==> src/rtl/decoder_rr_arbiter_pkg.sv <==
// Shared types and constants for the round-robin grant arbiter with decoded
// active-low outputs.
package decoder_rr_arbiter_pkg;

    typedef enum logic [1:0] {
        IDLE  = 2'd0,
        GRANT = 2'd1,
        GAP   = 2'd2
    } arb_state_e;

    typedef logic [1:0] req_idx_t;

    localparam int unsigned MAX_HOLD_DEFAULT = 32'd8;

    // One-hot mask selecting a single requester.
    function automatic logic [3:0] idx_onehot(input req_idx_t idx);
        return 4'b0001 << idx;
    endfunction

endpackage

==> src/rtl/decoder_rr_arbiter_dec2to4_l.sv <==
// Active-low 2-to-4 decoder with active-low enable: one-cold output when
// enabled, all ones otherwise.
module dec2to4_l (
    input  logic       G_L,
    input  logic       A,
    input  logic       B,
    output logic [3:0] Y_L
);

    // Pure combinational decode of enable and select.
    always_comb begin
        Y_L = 4'b1111;
        if (G_L == 1'b0) begin
            Y_L[{B, A}] = 1'b0;
        end else begin
            Y_L = 4'b1111;
        end
    end

endmodule

==> src/rtl/decoder_rr_arbiter.sv <==
// Four-requester round-robin arbiter with hold-time preemption, a one-cycle
// break-before-make gap and an active-low decoded grant.
module decoder_rr_arbiter
    import decoder_rr_arbiter_pkg::*;
#(
    parameter int unsigned MAX_HOLD = MAX_HOLD_DEFAULT
) (
    input  logic       CLK,
    input  logic       RST,
    input  logic [3:0] REQ,
    output logic       G_L,
    output logic       A,
    output logic       B,
    output logic [3:0] Y_L,
    output logic       BUSY
);

    localparam logic [7:0] HOLD_MAX = 8'(MAX_HOLD);

    arb_state_e state_r, state_s;
    req_idx_t   owner_r, owner_s;
    req_idx_t   ptr_r, ptr_s;
    logic [7:0] hold_cnt_r, hold_cnt_s;
    logic       g_l_r, g_l_s;
    logic       busy_r, busy_s;

    req_idx_t   rr_cand_s;
    req_idx_t   rr_winner_s;
    logic       rr_found_s;
    logic       owner_req_s;
    logic       others_req_s;
    logic       at_max_s;

    // Round-robin search starting one past the last owner and wrapping.
    always_comb begin
        rr_found_s  = 1'b0;
        rr_winner_s = ptr_r;
        rr_cand_s   = ptr_r;
        for (int k = 1; k <= 4; k++) begin
            rr_cand_s = ptr_r + 2'(k);
            if (!rr_found_s && REQ[rr_cand_s]) begin
                rr_found_s  = 1'b1;
                rr_winner_s = rr_cand_s;
            end else begin
                rr_found_s  = rr_found_s;
            end
        end
    end

    assign owner_req_s  = REQ[owner_r];
    assign others_req_s = |(REQ & ~idx_onehot(owner_r));
    assign at_max_s     = (hold_cnt_r == HOLD_MAX);

    // Next-state and next-output logic.
    always_comb begin
        state_s    = state_r;
        owner_s    = owner_r;
        ptr_s      = ptr_r;
        hold_cnt_s = hold_cnt_r;
        g_l_s      = 1'b1;
        busy_s     = 1'b0;
        case (state_r)
            IDLE: begin
                if (rr_found_s) begin
                    state_s    = GRANT;
                    owner_s    = rr_winner_s;
                    ptr_s      = rr_winner_s;
                    hold_cnt_s = 8'd1;
                    g_l_s      = 1'b0;
                    busy_s     = 1'b1;
                end else begin
                    state_s    = IDLE;
                end
            end
            GRANT: begin
                // Owner drop and preemption collapse into the same single release.
                if (!owner_req_s || (at_max_s && others_req_s)) begin
                    state_s = GAP;
                    g_l_s   = 1'b1;
                    busy_s  = 1'b1;
                end else begin
                    state_s = GRANT;
                    g_l_s   = 1'b0;
                    busy_s  = 1'b1;
                    if (!at_max_s) begin
                        hold_cnt_s = hold_cnt_r + 8'd1;
                    end else begin
                        hold_cnt_s = hold_cnt_r;
                    end
                end
            end
            GAP: begin
                state_s = IDLE;
                g_l_s   = 1'b1;
                busy_s  = 1'b0;
            end
            default: begin
                state_s = IDLE;
                g_l_s   = 1'b1;
                busy_s  = 1'b0;
            end
        endcase
    end

    // State and registered outputs; reset clears the grant asynchronously.
    always_ff @(posedge CLK or posedge RST) begin
        if (RST) begin
            state_r    <= IDLE;
            owner_r    <= 2'd0;
            ptr_r      <= 2'd3;
            hold_cnt_r <= 8'd0;
            g_l_r      <= 1'b1;
            busy_r     <= 1'b0;
        end else begin
            state_r    <= state_s;
            owner_r    <= owner_s;
            ptr_r      <= ptr_s;
            hold_cnt_r <= hold_cnt_s;
            g_l_r      <= g_l_s;
            busy_r     <= busy_s;
        end
    end

    assign G_L  = g_l_r;
    assign A    = owner_r[0];
    assign B    = owner_r[1];
    assign BUSY = busy_r;

    dec2to4_l u_dec (
        .G_L (g_l_r),
        .A   (owner_r[0]),
        .B   (owner_r[1]),
        .Y_L (Y_L)
    );

endmodule

==> config.mk <==
export PLATFORM = sky130hd
export DESIGN_NAME = decoder_rr_arbiter
export DESIGN_NICKNAME = d
export VERILOG_FILES = /design/src/rtl/decoder_rr_arbiter_pkg.sv /design/src/rtl/decoder_rr_arbiter_dec2to4_l.sv /design/src/rtl/decoder_rr_arbiter.sv
export SDC_FILE = /design/constraint.sdc
export NUM_CORES = 1
export LEC_CHECK = 0
export CAP_MARGIN = 20
export CORE_ASPECT_RATIO = 0.7
export CORE_MARGIN = 2
export CORE_UTILIZATION = 50
export CTS_CLUSTER_SIZE = 8
export DETAILED_ROUTE_END_ITERATION = 6
export PLACE_DENSITY = 0.75
export SLEW_MARGIN = 30
export SYNTH_ARGS = -nofsm -noshare
export SYNTH_HDL_FRONTEND = slang
export SYNTH_SLANG_ARGS = --single-unit
==> constraint.sdc <==
create_clock -name CLK -period 2.1 [get_ports CLK]
set_clock_uncertainty 0.15 [all_clocks]
set_input_delay 0.42 -clock CLK [delete_from_list [all_inputs] [get_ports CLK]]
set_output_delay 0.42 -clock CLK [all_outputs]
set_load 0.02 [all_outputs]
==> reports/results.md, run 1 <==
* **adder-cell area share of the yosys netlist** 2.66%
* **Pre-antenna DRT Iters** 4
* **multiplexer area fraction after synthesis** 8.91%
* **worst vdd ir** 1060 uV
* **worst path arrival time** 1.46 ns
* **compound-cell area share of the yosys netlist** 9.71%
* **First DRT Iteration DRCs** 41
* **setup slack of the critical path after layout** 0.0655 ns
* **commonest cells in the netlist** sky130_fd_sc_hd__nor2_1, sky130_fd_sc_hd__dfrtp_1, sky130_fd_sc_hd__nand2_1
* **max capacitance violation total** 0
* **shortest clock period the worst path allows after layout** 2.03 ns
* **async set-or-reset flop fraction in the synthesized netlist** 100%
* **number of cells produced by synthesis** 97
* **die extent in y** 40.3 um
* **Placement Setup Slack** -0.159 ns
* **count of yosys warnings during synthesis** 0
* **data required time at the worst endpoint** 1.53 ns
* **flop2flop setup slack** 0.17 ns
* **area inside the core boundary** 1820 um2
* **Detail Route Antenna Nets** 0
* **proportion of netlist area held by the largest area contributor** 34.6%
* **library cell occupying the most area in the post-synthesis netlist** sky130_fd_sc_hd__dfrtp_1
* **number of global-route vias before repair** 725
* **worst-path fanout max** 2
* **crit start category** register
* **hold_ws** 0.344 ns
* **global-route wire length before repair** 3380 um
* **ant diodes** 0
* **crit path capture** Y_L[0]
* **net count reported at finish** 130
* **critical path endpoint category** output port
* **Worst R2R End** state_r[0]$_DFF_PP0_
* **CTS hold repair buffers** 0
* **Final Routed Wirelength** 2120 um
* **antenna violations before repair** 0
* **number of cells traversed by the worst register-to-register path** 6
* **total power density per cell area** 1330 nW/um2
* **Leak Pwr** 0.000539 uW
* **number of vias per cell after detailed routing** 5.67
* **number of buffers on the longest clock path** 2
* **worst setup path class** register to output port
* **dominant synthesized flop cell** sky130_fd_sc_hd__dfrtp_1
* **horizontal die dimension** 55.9 um
* **Post-Synth Simple-Gate Area** 28.5%
* **GRT Resource Usage Total** 21.0%
* **clock latency at the later pin of the worst-skew pair** 0.29 ns
* **pin count of the biggest net entering global routing** 17
* **slew at the pin with the worst max-slew slack** 0.603 ns
* **number of clock buffers inserted by TritonCTS** 3
* **IO Port Bufs** 13
* **estimated wirelength of the detail-placed design** 1620 um
* **normalized max-slew margin** 59.8%
* **launch point of the critical path** owner_r[0]$_DFFE_PP0P_
* **Max Slew Vio Count** 0
* **Area growth syn-to-layout** 26.2%
* **run status** finished, final reports clean
* **count of unresolved DRC violations after routing** 0
* **clock-pin slew reported for the worst setup and hold paths after clock tree synthesis** 0.09 ns
* **TritonCTS clock tree** built
* **Routed WL per cell** 14.8 um
* **grt ovf** 0
* **Sink Count** 16
* **number of hold-slack violations in the final timing report** 0
* **flip-flop and latch count after synthesis** 16
* **RSZ-0062 raised after global routing** false
* **final worst-path cycle share** 96.9%
* **post-synthesis sequential area ratio** 43.0%
* **initial cell density of the core** 51.6%
* **number of synthesized flops with an enable pin** 0
* **total number of vias** 811
* **Post-Syn Area per Cell** 9.70 um2
* **area enclosed by the die boundary** 2250 um2
* **start of the worst register-to-register path** hold_cnt_r[0]$_DFFE_PP0P_
* **cells taking the most area after synthesis** sky130_fd_sc_hd__dfrtp_1, sky130_fd_sc_hd__dfstp_2, sky130_fd_sc_hd__nor2_1
* **most repeated cell in the gate-level netlist after synthesis** sky130_fd_sc_hd__nor2_1
* **number of failing setup endpoints in the final timing report** 0
* **clock root buffer** sky130_fd_sc_hd__clkbuf_4
* **ratio of cells with drive above 1 in the final layout** 23.1%
* **largest family of logic cells by synthesized area** simple AND/OR/NAND/NOR gates
* **# IOs** 14
* **Tightest Hold Check Type** input pin to asynchronous set/reset pin
* **row count** 13
* **number of H-tree levels** 1
* **post-synth design cell area** 941 um2
* **GPL Wtd Cong** 0.848
* **syn nets** 105
* **Cell variety after synth** 37
* **fraction of synthesized cell area in xor and xnor cells** 2.79%
* **highest attainable clock frequency** 492 MHz
* **TNS Setup** 0 ns
-- per-stage QoR --
step	util [%]	instance area (um2)	total power [uW]	instances
floorplan	-	941	1080	97
global placement	62.7	1140	1370	138
detailed placement	62.7	1140	1400	138
CTS	64.4	1170	1580	142
global route	65.2	1190	1690	143
finish	65.2	1190	1580	143
-- state kept, by name, summed over array words and instances, names as in the netlist --
register    cells
state_r         2
ptr_r           2
G_L             1
hold_cnt_r      8
BUSY            1
owner_r         2
-- cells in the final DEF (no fill, tap or decap), types with 3 or more instances in the layout --
| cell | n |
|---|---|
| sky130_fd_sc_hd__a21oi_1 | 3 |
| sky130_fd_sc_hd__dlygate4sd2_1 | 4 |
| sky130_fd_sc_hd__mux2i_1 | 5 |
| sky130_fd_sc_hd__o22ai_1 | 3 |
| sky130_fd_sc_hd__nand4_1 | 4 |
| sky130_fd_sc_hd__dfstp_2 | 3 |
| sky130_fd_sc_hd__inv_1 | 3 |
| sky130_fd_sc_hd__dfrtp_1 | 13 |
| sky130_fd_sc_hd__clkbuf_4 | 3 |
| sky130_fd_sc_hd__xor2_1 | 3 |
| sky130_fd_sc_hd__buf_4 | 11 |
| sky130_fd_sc_hd__nand2_1 | 11 |
| sky130_fd_sc_hd__nor2_1 | 14 |
| sky130_fd_sc_hd__clkdlybuf4s50_1 | 9 |
-- area by class of cell --
| cell class | count | area, um2 |
|---|---|---|
| Sequential cell | 16 | 404 |
| Inverter | 3 | 11.3 |
| Clock buffer | 4 | 36.3 |
| Tap cell | 22 | 27.5 |
| Fill cell | 157 | 634 |
| Multi-Input combinational cell | 74 | 500 |
| Timing Repair Buffer | 24 | 208 |
-- critical path: stages, from the launching register on --
cell	delay, ns
sky130_fd_sc_hd__dfrtp_1	0.39
sky130_fd_sc_hd__or3_2	0.46
sky130_fd_sc_hd__dlygate4sd2_1	0.33
-- power by group --
group          internal, uW  total [uW]  switching [uW]
clock network           106         201            95.8
registers               435         544             109
logic                   402         839             437
-- repair_timing --
item / in CTS / in global routing
pin swaps: 0 / 1
resized for setup: 4 / 1
setup buffers: 0 / 1
endpoints found under the setup margin: 4 / 1
-- metal layers --
metal	up-vias	track usage [%]	part of all wire, %	wire, um
met5	-	0	0	0
met4	0	5.95	0.47	10
met3	2	6.77	6.9	146
met2	30	34.5	44	936
met1	386	27.6	48	1030
li1	393	-	-	-
-- worst min-delay path by stage --
stage               slack [ns]  cells past startpoint                        end                  from
floorplan                 0.18                      1             BUSY$_DFF_PP0_                   RST
global placement          0.34                      2       ptr_r[1]$_DFFE_PP1P_  ptr_r[1]$_DFFE_PP1P_
detailed placement        0.35                      2       ptr_r[1]$_DFFE_PP1P_  ptr_r[1]$_DFFE_PP1P_
CTS                       0.36                      2       ptr_r[1]$_DFFE_PP1P_  ptr_r[1]$_DFFE_PP1P_
global route              0.38                      2       ptr_r[1]$_DFFE_PP1P_  ptr_r[1]$_DFFE_PP1P_
finish                    0.34                      2  hold_cnt_r[1]$_DFFE_PP0P_                   RST
-- cell families after synthesis --
group	Yosys count
simple gates	49
flops	16
compound gates	13
buf+inv	7
mux	7
xor+xnor	3
fa+ha+maj	2
(Power assumes the default switching activity.)
==> run 2, diff against run 1 <==
Settings changed: CORE_ASPECT_RATIO 0.7 to unset, CORE_UTILIZATION 50 to 55, CTS_BUF_LIST set to sky130_fd_sc_hd__clkbuf_4 sky130_fd_sc_hd__clkbuf_8, PLACE_DENSITY 0.75 to 0.81.
==> reports/results.md, run 2 (same netlist as run 1, synthesis figures left out) <==
* **total number of vias** 876, +8.0%
* **number of global-route vias before repair** 771, +6.3%
* **# IOs** 14, unchanged
* **horizontal die dimension** 45.4 um, -19%
* **Area growth syn-to-layout** 26.3%
* **max capacitance violation total** 0, unchanged
* **clock latency at the later pin of the worst-skew pair** 0.29 ns, about the same
* **highest attainable clock frequency** 487 MHz, -1.0%
* **critical path endpoint category** output port
* **setup slack of the critical path after layout** 0.0450 ns, -0.0205 ns
* **grt ovf** 0, unchanged
* **IO Port Bufs** 13, unchanged
* **Detail Route Antenna Nets** 0, unchanged
* **clock root buffer** sky130_fd_sc_hd__clkbuf_4
* **shortest clock period the worst path allows after layout** 2.06 ns, +0.0205 ns
* **Max Slew Vio Count** 0, unchanged
* **number of buffers on the longest clock path** 2, unchanged
* **number of clock buffers inserted by TritonCTS** 3, unchanged
* **library cell contributing the largest single delay on the critical path** sky130_fd_sc_hd__or3_2
* **Final Routed Wirelength** 2180 um, +2.5%
* **net count reported at finish** 132, +1.5%
* **number of H-tree levels** 1, unchanged
* **slew at the pin with the worst max-slew slack** 0.581 ns, -0.0214 ns
* **crit start category** register
* **flip-flop count of the largest register, all copies and words added** 8, unchanged
* **pin count of the biggest net entering global routing** 17, unchanged
* **antenna violations before repair** 0, unchanged
* **area enclosed by the die boundary** 2060 um2, -8.6%
* **die extent in y** 45.4 um, +13%
* **clock-pin slew reported for the worst setup and hold paths after clock tree synthesis** 0.10 ns, about the same
* **most frequent standard cell in the layout excluding fill and tap cells** sky130_fd_sc_hd__nor2_1
* **Sink Count** 16, unchanged
* **ant diodes** 0, unchanged
* **data required time at the worst endpoint** 1.53 ns, about the same
* **number of vias per cell after detailed routing** 6.30, +11%
* **GRT Resource Usage Total** 25.3%, +4.3 points
* **global-route wire length before repair** 3640 um, +7.5%
* **count of unresolved DRC violations after routing** 0, unchanged
* **First DRT Iteration DRCs** 39, -4.9%
* **normalized max-slew margin** 61.2%, +1.4 points
* **final worst-path cycle share** 97.9%, +0.98 points
* **start of the worst register-to-register path** hold_cnt_r[0]$_DFFE_PP0P_
* **TNS Setup** 0 ns, unchanged
* **TritonCTS clock tree** built
* **final core utilization** 76.2%, +11 points
* **worst setup path class** register to output port
* **delay of the slowest cell on the worst path** 0.47 ns, about the same
* **row count** 14, +1
* **critical-path cell list** or3_2 > dlygate4sd2_1
* **initial cell density of the core** 60.4%, +8.7 points
* **Leak Pwr** 0.000547 uW, +1.4%
* **Routed WL per cell** 15.6 um, +5.5%
* **number of hold-slack violations in the final timing report** 0, unchanged
* **total power density per cell area** 1350 nW/um2, +1.6%
* **Pre-antenna DRT Iters** 4, unchanged
* **ratio of cells with drive above 1 in the final layout** 23.6%, +0.44 points
* **worst vdd ir** 1030 uV, -3.0%
* **number of failing setup endpoints in the final timing report** 0, unchanged
* **most flop-heavy register** hold_cnt_r
* **worst-path fanout max** 2, unchanged
* **Placement Setup Slack** -0.112 ns, +0.0465 ns
* **run status** finished, final reports clean
* **worst path arrival time** 1.49 ns, +0.03 ns
* **Tightest Hold Check Type** input pin to asynchronous set/reset pin
* **GPL Wtd Cong** 0.874, +3.0%
* **highest-count cells in the layout ignoring fill and taps** sky130_fd_sc_hd__nor2_1, sky130_fd_sc_hd__dfrtp_1, sky130_fd_sc_hd__buf_4, sky130_fd_sc_hd__nand2_1, sky130_fd_sc_hd__clkdlybuf4s50_1
* **estimated wirelength of the detail-placed design** 1640 um, +1.0%
* **launch point of the critical path** owner_r[0]$_DFFE_PP0P_
* **area inside the core boundary** 1560 um2, -14%
==> run 2: cell type report <==
class | count | area, um2
timing repair buffer | 26 | 223
inverter | 3 | 11.3
sequential | 16 | 404
fill | 116 | 370
clock buffer | 4 | 36.3
tap | 16 | 20.0
multi-input combinational | 74 | 494
==> run 2: layer usage <==
layer | GRT usage [%] | routed length [um]
met5 | 0 | 0
met4 | 10.6 | 35
met3 | 2.40 | 102
met2 | 41.7 | 1080
met1 | 34.0 | 956
==> run 2: worst max-delay path: cells and delay by family (launching register included) <==
kind                   cells  cell delay, ns
and+or+nand+nor            1            0.47
DFF                        1            0.39
buffers and inverters      1            0.33
==> run 2: timing repair <==
action,4_1_cts,5_1_grt
resized for setup,4,0
hold buffers,0,0
endpoints found under the setup margin,4,1
pin swaps,0,1
buffers inserted,0,1
==> run 2: path summary, 6_finish.rpt <==
| kind | cells past startpoint | to | slack (ns) |
|---|---|---|---|
| worst max-delay path | 2 | Y_L[0] | 0.04 |
| worst min-delay path | 2 | state_r[0]$_DFF_PP0_ | 0.32 |
| worst max register to register | 6 | state_r[0]$_DFF_PP0_ | 0.11 |
| worst min register to register | 2 | ptr_r[1]$_DFFE_PP1P_ | 0.38 |
| max in group asynchronous | 2 | BUSY$_DFF_PP0_ | 1.10 |
| min in group CLK | 2 | ptr_r[1]$_DFFE_PP1P_ | 0.38 |
==> run 2: stage by stage <==
stage                     instance area [um2]  hold slack (ns)  std cells  total power [uW]
after floorplan                           941            0.182         97              1080
after global placement                   1150            0.338        134              1380
after detailed placement                 1150            0.371        134              1420
after CTS                                1180            0.337        138              1610
after global routing                     1190            0.385        139              1710
final                                    1190            0.323        139              1610
==> run 2: power breakdown <==
| group | total, uW | switching, uW | internal [uW] | leakage (uW) |
|---|---|---|---|---|
| clock network | 207 | 101 | 106 | 0.0000210 |
| logic | 854 | 444 | 411 | 0.000328 |
| registers | 549 | 114 | 435 | 0.000198 |
| total | 1610 | 659 | 951 | 0.000547 |
==> run 3, diff against run 2 <==
Settings changed: CAP_MARGIN 20 to unset, TNS_END_PERCENT set to 5.
Clock period 2.1 ns to 2.13 ns, I/O delays scaled along.
==> reports/results.md, run 3 (same netlist as run 1, synthesis figures left out) <==
* **run status** finished, final reports clean
* **clock latency at the later pin of the worst-skew pair** 0.29 ns, about the same
* **count of unresolved DRC violations after routing** 0, unchanged
* **TritonCTS clock tree** built
* **Routed WL per cell** 15.8 um, +1.1%
* **RSZ-0062 raised after global routing** false
* **number of H-tree levels** 1, unchanged
* **First DRT Iteration DRCs** 45, +15%
* **crit start category** register
* **library cell contributing the largest single delay on the critical path** sky130_fd_sc_hd__or3_2
* **normalized max-slew margin** 61.6%, +0.41 points
* **data required time at the worst endpoint** 1.55 ns, +0.02 ns
* **# IOs** 14, unchanged
* **pin count of the biggest net entering global routing** 17, unchanged
* **number of hold-slack violations in the final timing report** 0, unchanged
* **area enclosed by the die boundary** 2060 um2, unchanged
* **final worst-path cycle share** 96.4%
* **Register Area** 404 um2, unchanged
* **most flop-heavy register** hold_cnt_r
* **number of vias per cell after detailed routing** 6.22, -1.2%
* **start of the worst register-to-register path** hold_cnt_r[0]$_DFFE_PP0P_
* **highest-count cells in the layout ignoring fill and taps** sky130_fd_sc_hd__nor2_1, sky130_fd_sc_hd__dfrtp_1, sky130_fd_sc_hd__buf_4, sky130_fd_sc_hd__nand2_1, sky130_fd_sc_hd__clkdlybuf4s50_1
* **GPL Wtd Cong** 0.874, unchanged
* **CTS hold repair buffers** 0, unchanged
* **global-route wire length before repair** 3640 um, unchanged
* **Final Routed Wirelength** 2180 um, +0.41%
* **most frequent standard cell in the layout excluding fill and tap cells** sky130_fd_sc_hd__nor2_1
* **number of global-route vias before repair** 771, unchanged
* **worst path arrival time** 1.48 ns, about the same
* **initial cell density of the core** 60.4%, unchanged
* **Area growth syn-to-layout** 25.5%
* **Pre-antenna DRT Iters** 5, +1
* **horizontal die dimension** 45.4 um, unchanged
* **placed cell count** 134, unchanged
* **worst vdd ir** 1010 uV, -1.8%
* **GRT Resource Usage Total** 25.3%, unchanged
* **Max Slew Vio Count** 0, unchanged
* **number of failing setup endpoints in the final timing report** 0, unchanged
* **Setup Buffers After CTS** 0, unchanged
* **hold_ws** 0.333 ns, +0.0104 ns
* **flip-flop count of the largest register, all copies and words added** 8, unchanged
* **max capacitance violation total** 0, unchanged
* **clock-pin slew reported for the worst setup and hold paths after clock tree synthesis** 0.10 ns, about the same
* **antenna violations before repair** 0, unchanged
* **critical path endpoint category** output port
* **die extent in y** 45.4 um, unchanged
* **worst-path fanout max** 2, unchanged
* **total number of vias** 859, -1.9%
* **net count reported at finish** 131, -0.76%
* **Filler Cell Count** 116, unchanged
* **Tightest Hold Check Type** input pin to asynchronous set/reset pin
* **ant diodes** 0, unchanged
* **number of clock buffers inserted by TritonCTS** 3, unchanged
* **slew at the pin with the worst max-slew slack** 0.575 ns, -0.00613 ns
* **total power density per cell area** 1340 nW/um2, -0.94%
* **Sink Count** 16, unchanged
* **row count** 14, unchanged
* **delay of the slowest cell on the worst path** 0.47 ns, about the same
* **IO Port Bufs** 13, unchanged
* **flop2flop setup slack** 0.10 ns, about the same
* **grt ovf** 0, unchanged
* **highest attainable clock frequency** 487 MHz
* **ratio of cells with drive above 1 in the final layout** 23.0%, -0.63 points
* **number of cells traversed by the worst register-to-register path** 6, unchanged
* **Detail Route Antenna Nets** 0, unchanged
* **critical-path cell list** or3_2 > dlygate4sd2_1
* **shortest clock period the worst path allows after layout** 2.05 ns
* **Leak Pwr** 0.000543 uW, -0.76%
* **post-route non-filler standard cell count** 138, -0.72%
* **area of the multi-input gates** 494 um2, unchanged
* **Worst R2R End** state_r[0]$_DFF_PP0_
* **clock root buffer** sky130_fd_sc_hd__clkbuf_4
* **worst setup path class** register to output port
* **number of buffers on the longest clock path** 2, unchanged
* **estimated wirelength of the detail-placed design** 1640 um, unchanged
* **area inside the core boundary** 1560 um2, unchanged
==> run 3: critical path, delay by kind of cell (launching register included) <==
family	cells	cell delay, ns
simple gates	1	0.47
flops	1	0.39
buf+inv	1	0.33
==> run 3: layer usage <==
metal | track usage (%) | vias up | part of all wire (%)
li1 | - | 397 | -
met1 | 34.0 | 421 | 43
met2 | 41.7 | 31 | 50
met3 | 2.40 | 10 | 5.9
met4 | 10.6 | 0 | 1.7
met5 | 0 | - | 0
==> run 3: area by class of cell <==
class                      instances  area share [%]
tap                               16            1.69
timing repair buffer              25            18.2
multi-input combinational         74            41.8
clock buffer                       4            3.07
sequential                        16            34.2
inverter                           3           0.953
==> run 3: how the worst max path moves through the flow <==
| stage | slack, ns | end | from |
|---|---|---|---|
| after floorplan | 0.1 | hold_cnt_r[1]$_DFFE_PP0P_ | owner_r[0]$_DFFE_PP0P_ |
| after global placement | -0.06 | state_r[1]$_DFF_PP0_ | REQ[3] |
| after detailed placement | -0.09 | state_r[1]$_DFF_PP0_ | REQ[3] |
| after CTS | 0.05 | Y_L[0] | owner_r[0]$_DFFE_PP0P_ |
| after global routing | 0.007 | state_r[0]$_DFF_PP0_ | hold_cnt_r[0]$_DFFE_PP0P_ |
| final | 0.08 | Y_L[0] | owner_r[0]$_DFFE_PP0P_ |
==> run 3: repair_timing <==
item                                   4_1_cts  5_1_grt
gates resized for setup                      4        0
endpoints found under the hold margin        0        0
setup endpoints to repair                    4        0
==> run 3: power breakdown <==
part | switching (uW) | internal [uW] | total [uW]
clock | 96.5 | 104 | 201
sequential | 112 | 429 | 541
combinational | 439 | 405 | 843
total | 647 | 938 | 1590
==> run 3: per-stage QoR <==
step / worst slack (ns) / TNS (ns) / util [%] / total power [uW] / area (um2)
final: 0.0766 / 0 / 75.8 / 1590 / 1180
after global routing: 0.00736 / 0 / 75.8 / 1690 / 1180
after CTS: 0.0542 / 0 / 75.8 / 1590 / 1180
after detailed placement: -0.0880 / -0.346 / 73.8 / 1400 / 1150
after global placement: -0.0555 / -0.165 / 73.8 / 1360 / 1150
after floorplan: 0.0972 / 0 / - / 1060 / 941
